$ cat src/rtl/rk_cache_if.sv
// rk_cache_if: bundles the round-key cache's fill, replay and status signals.
//   slave  modport - cache side (rk_cache)
//   master modport - producer/consumer side (expander, cipher datapath, bench)
// Fill : fill_start, fill_enc, rk_vld, rk -> ; <- rk_rdy
// Play : rd_start, rd_dec, o_rdy -> ; <- o_vld, o_rk, o_idx, o_last
// State: <- cache_vld
interface rk_cache_if #(
    parameter int W = 128
);
    logic         fill_start;
    logic         fill_enc;
    logic         rk_vld;
    logic [W-1:0] rk;
    logic         rk_rdy;
    logic         rd_start;
    logic         rd_dec;
    logic         o_vld;
    logic [W-1:0] o_rk;
    logic [3:0]   o_idx;
    logic         o_last;
    logic         o_rdy;
    logic         cache_vld;

    modport slave (
        input  fill_start, fill_enc, rk_vld, rk, rd_start, rd_dec, o_rdy,
        output rk_rdy, o_vld, o_rk, o_idx, o_last, cache_vld
    );

    modport master (
        output fill_start, fill_enc, rk_vld, rk, rd_start, rd_dec, o_rdy,
        input  rk_rdy, o_vld, o_rk, o_idx, o_last, cache_vld
    );
endinterface

$ cat src/rtl/rk_cache.sv
// rk_cache: stores one AES-128 schedule of NRK round keys, indexed by round
// number, and replays it forward (rk0..rk10) or reverse (rk10..rk0).
// Ports:
//   clk  - clock, rising edge
//   rst  - asynchronous active-high reset
//   bus  - rk_cache_if.slave: fill stream in, replay stream out, cache_vld
module rk_cache #(
    parameter int NRK = 11,
    parameter int W   = 128
) (
    input  logic        clk,
    input  logic        rst,
    rk_cache_if.slave   bus
);
    localparam logic [3:0] LAST = 4'(NRK - 1);

    typedef enum logic [1:0] {IDLE, FILL, READY, PLAY} state_t;

    state_t       r_state, w_next;
    logic [W-1:0] r_mem [NRK];
    logic [3:0]   r_wr_cnt, r_rd_cnt;
    logic         r_fill_enc, r_rd_dec;
    logic [W-1:0] r_o_rk;
    logic [3:0]   r_o_idx;
    logic         r_o_last;

    logic         w_wr_acc, w_rd_go, w_rd_acc, w_rd_adv;
    logic [3:0]   w_wr_idx, w_rd_cnt_nxt, w_rd_idx_nxt;
    logic         w_rd_dec_nxt;

    // fill_start overrides everything else in the same cycle: any beat or
    // rd_start presented alongside it is dropped.
    always_comb begin
        w_next   = r_state;
        w_wr_acc = 1'b0;
        w_rd_go  = 1'b0;
        w_rd_acc = 1'b0;
        if (bus.fill_start) begin
            w_next = FILL;
        end else begin
            case (r_state)
                IDLE: ;
                FILL: begin
                    if (bus.rk_vld) begin
                        w_wr_acc = 1'b1;
                        if (r_wr_cnt == LAST) w_next = READY;
                    end
                end
                READY: begin
                    if (bus.rd_start) begin
                        w_rd_go = 1'b1;
                        w_next  = PLAY;
                    end
                end
                PLAY: begin
                    if (bus.o_rdy) begin
                        w_rd_acc = 1'b1;
                        if (r_o_last) w_next = READY;
                    end
                end
                default: w_next = IDLE;
            endcase
        end
    end

    // Next replay beat is computed one cycle ahead so o_rk/o_idx are registered.
    always_comb begin
        w_rd_adv     = w_rd_go | (w_rd_acc & ~r_o_last);
        w_rd_cnt_nxt = w_rd_go ? '0 : r_rd_cnt + 4'd1;
        w_rd_dec_nxt = w_rd_go ? bus.rd_dec : r_rd_dec;
        w_rd_idx_nxt = w_rd_dec_nxt ? LAST - w_rd_cnt_nxt : w_rd_cnt_nxt;
        w_wr_idx     = r_fill_enc ? r_wr_cnt : LAST - r_wr_cnt;
    end

    always_ff @(posedge clk or posedge rst) begin
        if (rst) begin
            r_state    <= IDLE;
            r_wr_cnt   <= '0;
            r_rd_cnt   <= '0;
            r_fill_enc <= 1'b0;
            r_rd_dec   <= 1'b0;
            r_o_rk     <= '0;
            r_o_idx    <= '0;
            r_o_last   <= 1'b0;
        end else begin
            r_state <= w_next;
            if (bus.fill_start) begin
                r_wr_cnt   <= '0;
                r_fill_enc <= bus.fill_enc;
                r_o_last   <= 1'b0;
            end else if (w_wr_acc) begin
                r_wr_cnt <= (r_wr_cnt == LAST) ? '0 : r_wr_cnt + 4'd1;
            end
            if (w_rd_adv) begin
                r_rd_cnt <= w_rd_cnt_nxt;
                r_rd_dec <= w_rd_dec_nxt;
                r_o_idx  <= w_rd_idx_nxt;
                r_o_rk   <= r_mem[w_rd_idx_nxt];
                r_o_last <= (w_rd_cnt_nxt == LAST);
            end else if (w_rd_acc) begin
                r_o_last <= 1'b0;
            end
        end
    end

    // Key storage carries no reset; cache_vld qualifies its contents.
    always_ff @(posedge clk) begin
        if (w_wr_acc) r_mem[w_wr_idx] <= bus.rk;
    end

    assign bus.rk_rdy    = (r_state == FILL);
    assign bus.o_vld     = (r_state == PLAY);
    assign bus.cache_vld = (r_state == READY) || (r_state == PLAY);
    assign bus.o_rk      = r_o_rk;
    assign bus.o_idx     = r_o_idx;
    assign bus.o_last    = r_o_last;
endmodule
$ cat src/flat_wrapper.sv
// flat-port wrapper written by rule: the top's interface ports become plain ports
module rk_cache_flat 
#(
    parameter int NRK = 11,
    parameter int W   = 128
)
  (clk, rst, bus_fill_start, bus_fill_enc, bus_rk_vld, bus_rk, bus_rd_start, bus_rd_dec, bus_o_rdy, bus_rk_rdy, bus_o_vld, bus_o_rk, bus_o_idx, bus_o_last, bus_cache_vld);
  rk_cache_if #(.W(W)) bus_i ();
  input  logic clk;
  input  logic rst;
  input wire logic [$bits(bus_i.fill_start)-1:0] bus_fill_start;
  input wire logic [$bits(bus_i.fill_enc)-1:0] bus_fill_enc;
  input wire logic [$bits(bus_i.rk_vld)-1:0] bus_rk_vld;
  input wire logic [$bits(bus_i.rk)-1:0] bus_rk;
  input wire logic [$bits(bus_i.rd_start)-1:0] bus_rd_start;
  input wire logic [$bits(bus_i.rd_dec)-1:0] bus_rd_dec;
  input wire logic [$bits(bus_i.o_rdy)-1:0] bus_o_rdy;
  output wire logic [$bits(bus_i.rk_rdy)-1:0] bus_rk_rdy;
  output wire logic [$bits(bus_i.o_vld)-1:0] bus_o_vld;
  output wire logic [$bits(bus_i.o_rk)-1:0] bus_o_rk;
  output wire logic [$bits(bus_i.o_idx)-1:0] bus_o_idx;
  output wire logic [$bits(bus_i.o_last)-1:0] bus_o_last;
  output wire logic [$bits(bus_i.cache_vld)-1:0] bus_cache_vld;
  assign bus_i.fill_start = bus_fill_start;
  assign bus_i.fill_enc = bus_fill_enc;
  assign bus_i.rk_vld = bus_rk_vld;
  assign bus_i.rk = bus_rk;
  assign bus_i.rd_start = bus_rd_start;
  assign bus_i.rd_dec = bus_rd_dec;
  assign bus_i.o_rdy = bus_o_rdy;
  assign bus_rk_rdy = bus_i.rk_rdy;
  assign bus_o_vld = bus_i.o_vld;
  assign bus_o_rk = bus_i.o_rk;
  assign bus_o_idx = bus_i.o_idx;
  assign bus_o_last = bus_i.o_last;
  assign bus_cache_vld = bus_i.cache_vld;
  rk_cache #(.NRK(NRK), .W(W)) u_core (.clk(clk), .rst(rst), .bus(bus_i));
endmodule
$ cat config.mk
export PLATFORM = sky130hd
export DESIGN_NAME = rk_cache_flat
export DESIGN_NICKNAME = d
export VERILOG_FILES = /design/src/rtl/rk_cache_if.sv /design/src/rtl/rk_cache.sv /design/src/flat_wrapper.sv
export SDC_FILE = /design/constraint.sdc
export NUM_CORES = 2
export LEC_CHECK = 0
export ABC_AREA = 0
export ABC_CLOCK_PERIOD_IN_PS = 8500
export BUFFER_PORTS_ARGS = -buffer_cell sky130_fd_sc_hd__buf_2
export CORE_UTILIZATION = 60
export DETAILED_ROUTE_END_ITERATION = 10
export PLACE_DENSITY_LB_ADDON = 0.3
export SETUP_SLACK_MARGIN = 0.2
export SKIP_CTS_REPAIR_TIMING = 1
export SYNTH_ARGS = -nofsm -noshare
export SYNTH_HDL_FRONTEND = slang
export SYNTH_SLANG_ARGS = --single-unit
$ cat constraint.sdc
create_clock -name clk -period 8.5 [get_ports clk]
set_clock_uncertainty 0.05 [all_clocks]
set_input_delay 0.85 -clock clk [delete_from_list [all_inputs] [get_ports clk]]
set_output_delay 0.85 -clock clk [all_outputs]
set_load 0.01 [all_outputs]
; ---- Yosys cells after proc, flatten, opt, wreduce, memory -nomap -nowiden
; Memory sizes are Yosys's and may differ from the RTL's. A register that Yosys moved wholly into a read port is not among the register bits.
; Index checks and enable logic that the tools add are counted.
[classes]
n_addsub = 4
n_eq_ne = 10
n_mux = 28
n_bitwise = 3
n_reduce_logical = 5
[op_table]
columns = operator, count
row1 = two-way mux 4 bit, 6
row2 = two-way mux 1 bit, 15
row3 = two-way mux 2 bit, 6
row4 = inequality test 3 bit (second input constant), 3
row5 = adder 4 x 1 -> 4 bit (second input constant), 2
row6 = equality test 4 bit (second input constant), 2
row7 = subtractor 4 bit (first input constant), 2
row8 = inequality test 3 x 2 -> 1 bit (second input constant), 2
row9 = case mux 2 bit (3 select lines), 1
row10 = AND reduction 6 bit, 1
row11 = equality test 2 bit (second input constant), 2
row12 = nonzero test 4 bit, 1
row13 = nonzero test 3 bit, 1
row14 = equality test 2 x 1 -> 1 bit (second input constant), 1
row15 = nonzero test 2 bit, 1
row16 = AND 1 bit, 1
row17 = logical OR 1 bit, 1
row18 = inverter 1 bit, 1
row19 = OR 1 bit, 1
[totals]
register_bits = 17
ramBits = 1408
output_inout_bits = 136
elab_cells = 58
n_memories = 1
[mem_list]
columns = memory, words, word_bits, rd, rd_ports_with_merged_regs, wr, line_no
row1 = u_core.r_mem, 11, 128, 1, 1, 1, rk_cache.sv:20  ; logic [W-1:0] r_mem [NRK];

; ---- Depth between registers and ports, before layout
[logic_depth]
ltp_word = 6
ltp_mapped = 16
depth_no_buf = 8

; ---- Worst setup path after synthesis
; No wires, ideal clock.
[synth_path]
path_type = input to register
start = in bus_fill_start
end = mem u_core.r_mem[9][0], enable pin
setup_ns = 0.616
t_arrival_ns = 6.692
path_slack_ns = 1.142
stages = 4
path_buffers = 1
path_cell_list = buf_6 -> nor2_1 -> nand3_1 -> nor2_1
[synth_between]
elab_chain_cells = 3
[synth_rtl]
columns = item, line_no
row1 = from (decl), flat_wrapper.sv:11  ; input wire logic [$bits(bus_i.fill_start)-1:0] bus_fill_start;
row2 = two-way mux 1 bit, rk_cache.sv:38  ; if (bus.fill_start) begin
row3 = two-way mux 1 bit, rk_cache.sv:108  ; if (w_wr_acc) r_mem[w_wr_idx] <= bus.rk;
row4 = two-way mux 1 bit (implied by the code), rk_cache.sv:108
row5 = to (decl), rk_cache.sv:20
; No other way between the ends.

; ---- Worst setup path in the final report
[layout_path]
start = reg u_core.r_state[0]
end = reg u_core.r_o_rk[92] (netlist: u_core.bus.o_rk[92]), read port of u_core.r_mem
[layout_between]
elab_chain_cells = 6
[layout_rtl]
columns = item, line_no
row1 = from (decl), rk_cache.sv:19  ; state_t r_state, w_next;
row2 = from (signal assigned), rk_cache.sv:86  ; r_state <= w_next;
row3 = equality test 2 bit (*), rk_cache.sv:41  ; case (r_state)
row4 = two-way mux 1 bit (*), rk_cache.sv:41
row5 = two-way mux 1 bit (*), rk_cache.sv:38
row6 = two-way mux 4 bit (*), rk_cache.sv:69  ; w_rd_cnt_nxt = w_rd_go ? '0 : r_rd_cnt + 4'd1;
row7 = named net u_core.w_rd_cnt_nxt[1], rk_cache.sv:28  ; logic [3:0] w_wr_idx, w_rd_cnt_nxt, w_rd_idx_nxt;
row8 = subtractor 4 bit, rk_cache.sv:71  ; w_rd_idx_nxt = w_rd_dec_nxt ? LAST - w_rd_cnt_nxt : w_rd_cnt_nxt;
row9 = two-way mux 4 bit (*), rk_cache.sv:71
row10 = to (decl), rk_cache.sv:23  ; logic [W-1:0] r_o_rk;
; The timed path passes the listed nets; every way through them passes the cells marked *.
; A chain may end at the register's enable or synchronous reset.

==> results.json <==
{
  "crit_required_ns": 9.10,
  "status": "complete, no violations",
  "final_nets": 4497,
  "cts_root_buf": "clkbuf_16",
  "tightest_slew_ns": 1.22,
  "ir_drop_mv": 0.195,
  "wl_um": 147000,
  "htree_levels": 4,
  "synth-async-reset-ratio_pct": 9.28,
  "crit_path_max_incr_delay_ns": 0.83,
  "finalMaxSlewViolations": 0,
  "yosysSeqAreaShare_pct": 76.0,
  "io_pins": 272,
  "grt_overflow": 0,
  "drive_gt1_share_pct": 14.3,
  "tritoncts": "yes",
  "routed_via_density": 6.23,
  "gp_congestion": 0.804,
  "path_class": "reg -> reg",
  "synthTopCellsByCount": "edfxtp_1 (1,408), nand2_1 (1,041), nand3_1 (390)",
  "synthCells": 4152,
  "ant_nets": 0,
  "routedWlPerCell_um": 25.3,
  "drv_cap": 0,
  "drt_pass1_iterations": 6,
  "wl_met3_um": 11500,
  "synthMostInstantiatedCell": "edfxtp_1",
  "path_common_cell": "buf_4",
  "cp_data_arrival_time_ns": 4.98,
  "period_needed_ns": 4.38,
  "cts_made_buffers": 155,
  "cp_max_fo": 52,
  "wl_met2_um": 73200,
  "synth-main-ff-cell": "edfxtp_1",
  "fp-row-count": 116,
  "path_buf_inv": 2,
  "endpoint_kind": "flop",
  "io_buffers": 271,
  "synth_area_um2": 60400,
  "yosys_register_bits": 1552,
  "path_delay_family": "buffers and inverters",
  "cts_buffer_depth": 3,
  "insertion_delay_ns": 0.74,
  "path_clk_slew_ns": 0.06,
  "path_cells": "nand4bb_1 -> and2_1 -> ha_1 -> o22a_1 -> a21oi_4 -> buf_4 -> buf_4 -> a2bb2oi_1 -> a41oi_1",
  "ys.warnings.count": 0,
  "synth_edf_count": 1408,
  "drt_iter0_drc": 4129,
  "final_cells": 5804,
  "syn_area_per_cell_um2": 14.5,
  "grt_max_degree": 199,
  "start_util_pct": 60.5,
  "vias": 36100,
  "fill_cells": 6661,
  "cp_slowest_cell": "buf_4",
  "dieWidth_um": 319,
  "highest_layer": "met5",
  "die_area_um2": 102000,
  "core_um2": 99900,
  "synthToLayoutAreaGrowth_pct": 12.3,
  "synth.top_cell.area_share_pct": 70.0,
  "min_path_type": "in -> async",
  "grt_antenna_before_repair": 36,
  "yosysUniqueCellTypes": 51,
  "grt_usage_pct": 28.9,
  "p_leak_nw": 23.7,
  "clock.fmax_ghz": 0.228,
  "first_global_vias": 35900,
  "relSlewSlack_pct": 18.7,
  "place_hpwl_um": 69600,
  "placedCellCount": 5496,
  "start_kind": "flop",
  "drc": 0,
  "fin_crit_sh_pct": 51.5,
  "p_per_area_nw_per_um2": 228,
  "finalHoldViolCount": 0,
  "netlist_top_cells_area": "edfxtp_1 (70%), nand2_1 (6.5%), dfrtp_1 (6.0%)",
  "dieHeight_um": 319,
  "grt_first_pass_wirelength_um": 220000,
  "setup_viol": 0,
  "clkSinkCount": 1552,
  "wl_met1_um": 58300,
  "rsz0062_at_grt": "no",
  "synth_fp_nets": 4294,
  "tns_ns": 0,
  "synth_area_leader_cell": "edfxtp_1"
}
## flip-flops by register name, summed over array words and instances, names as in the netlist
name	cells
u_core.bus.o_last	1
u_core.r_rd_cnt	3
u_core.r_fill_enc	1
u_core.r_wr_cnt	4
u_core.r_state	2
u_core.r_mem	1408
u_core.bus.o_idx	4
u_core.bus.o_rk	128
u_core.r_rd_dec	1
## stage by stage
stage | cell area (µm²) | total power, mW | setup WS [ns] | hold slack, ns | utilization [%]
after global routing | 67800 | 15.8 | 3.96 | 0.184 | 67.9
after floorplan | 60400 | 8.72 | 1.14 | 0.484 | -
after CTS | 67800 | 15.5 | 4.22 | 0.147 | 67.9
after detailed placement | 62700 | 8.89 | 3.68 | 0.498 | 62.8
final | 67800 | 15.4 | 4.12 | 0.169 | 67.9
after global placement | 62700 | 8.87 | 3.83 | 0.490 | 62.8
## report_power, final
group | switching (mW) | total, mW | internal (mW) | leakage [nW]
clock | 2.79 | 6.72 | 3.93 | 2.47
combinational | 0.212 | 0.262 | 0.0499 | 6.57
sequential | 0.0247 | 8.46 | 8.44 | 14.7
## final cells by class
class                   count  area (µm²)  area share (%)
flip-flops and latches   1552       45900            67.6
multi-input cells        2314       13300            19.6
clock buffers             207        4300            6.34
repair buffers            326        1910            2.81
well taps                1298        1620            2.39
clock inverters            81         754            1.11
diodes                     20        50.0          0.0738
inverters                   6        37.5          0.0553
## layer usage
metal | vias to the layer above | global-route usage, %
met4 | 32 | 10.9
li1 | 16000 | -
met3 | 265 | 5.21
met2 | 1611 | 48.1
met1 | 18200 | 38.3
met5 | - | 0
## final timing paths
path / start / to / slack (ns) / cells after the start
setup / recovery: u_core.r_state[0]$_DFFE_PP0P_ / u_core.bus.o_rk[92]$_DFFE_PP0P_ / 4.12 / 9
hold / removal: rst / u_core.bus.o_rk[57]$_DFFE_PP0P_ / 0.17 / 2
setup reg to reg: u_core.r_state[0]$_DFFE_PP0P_ / u_core.bus.o_rk[92]$_DFFE_PP0P_ / 4.12 / 9
hold reg to reg: u_core.bus.o_idx[2]$_DFFE_PP0P_ / u_core.bus.o_idx[2]$_DFFE_PP0P_ / 0.51 / 2
max in group asynchronous: rst / u_core.bus.o_rk[13]$_DFFE_PP0P_ / 6.81 / 3
min in group clk: bus_fill_enc / u_core.r_fill_enc$_DFFE_PP0P_ / 0.29 / 2
## placed cells by master, fill, tap and decap left out, types with 10 or more instances in the layout
cell | synthesis | layout
bufinv_16 | 0 | 12
clkinv_2 | 0 | 32
and3_1 | 132 | 131
buf_12 | 0 | 11
buf_4 | 6 | 44
diode_2 | 0 | 20
a311o_1 | 128 | 128
mux2i_1 | 132 | 132
a41oi_1 | 71 | 71
nor2_1 | 156 | 145
nand3_1 | 390 | 390
nand2_1 | 1041 | 1041
edfxtp_1 | 1408 | 1408
clkinv_1 | 0 | 19
clkbuf_1 | 120 | 36
buf_2 | 136 | 271
clkbuf_16 | 0 | 161
nor2_4 | 1 | 12
a41oi_2 | 58 | 58
dfrtp_1 | 144 | 144
clkbuf_8 | 0 | 10
a2bb2oi_1 | 128 | 128
## worst reg2reg max path, cell delays in order (launching register included)
cell and delay, ns:
dfrtp_1 0.48, nand4bb_1 0.50, and2_1 0.36, ha_1 0.39, o22a_1 0.25, a21oi_4 0.14, buf_4 0.61, buf_4 0.89
a2bb2oi_1 0.31, a41oi_1 0.30
## cell families (layout without fill, tap and decap cells)
logic type / count (synthesis) / count (layout) / synth area share, %
AOI/OAI and AO/OA: 419 / 419 / 6.95
adders and majority gates: 6 / 6 / 0.124
buffers and inverters: 286 / 620 / 2.23
and+or+nand+nor: 1747 / 1747 / 12.4
other: 0 / 20 / 0
xor gates and xnor gates: 7 / 7 / 0.102
muxes: 135 / 135 / 2.24
DFF: 1552 / 1552 / 76.0
Note: power is estimated with default switching activity, not from simulation.
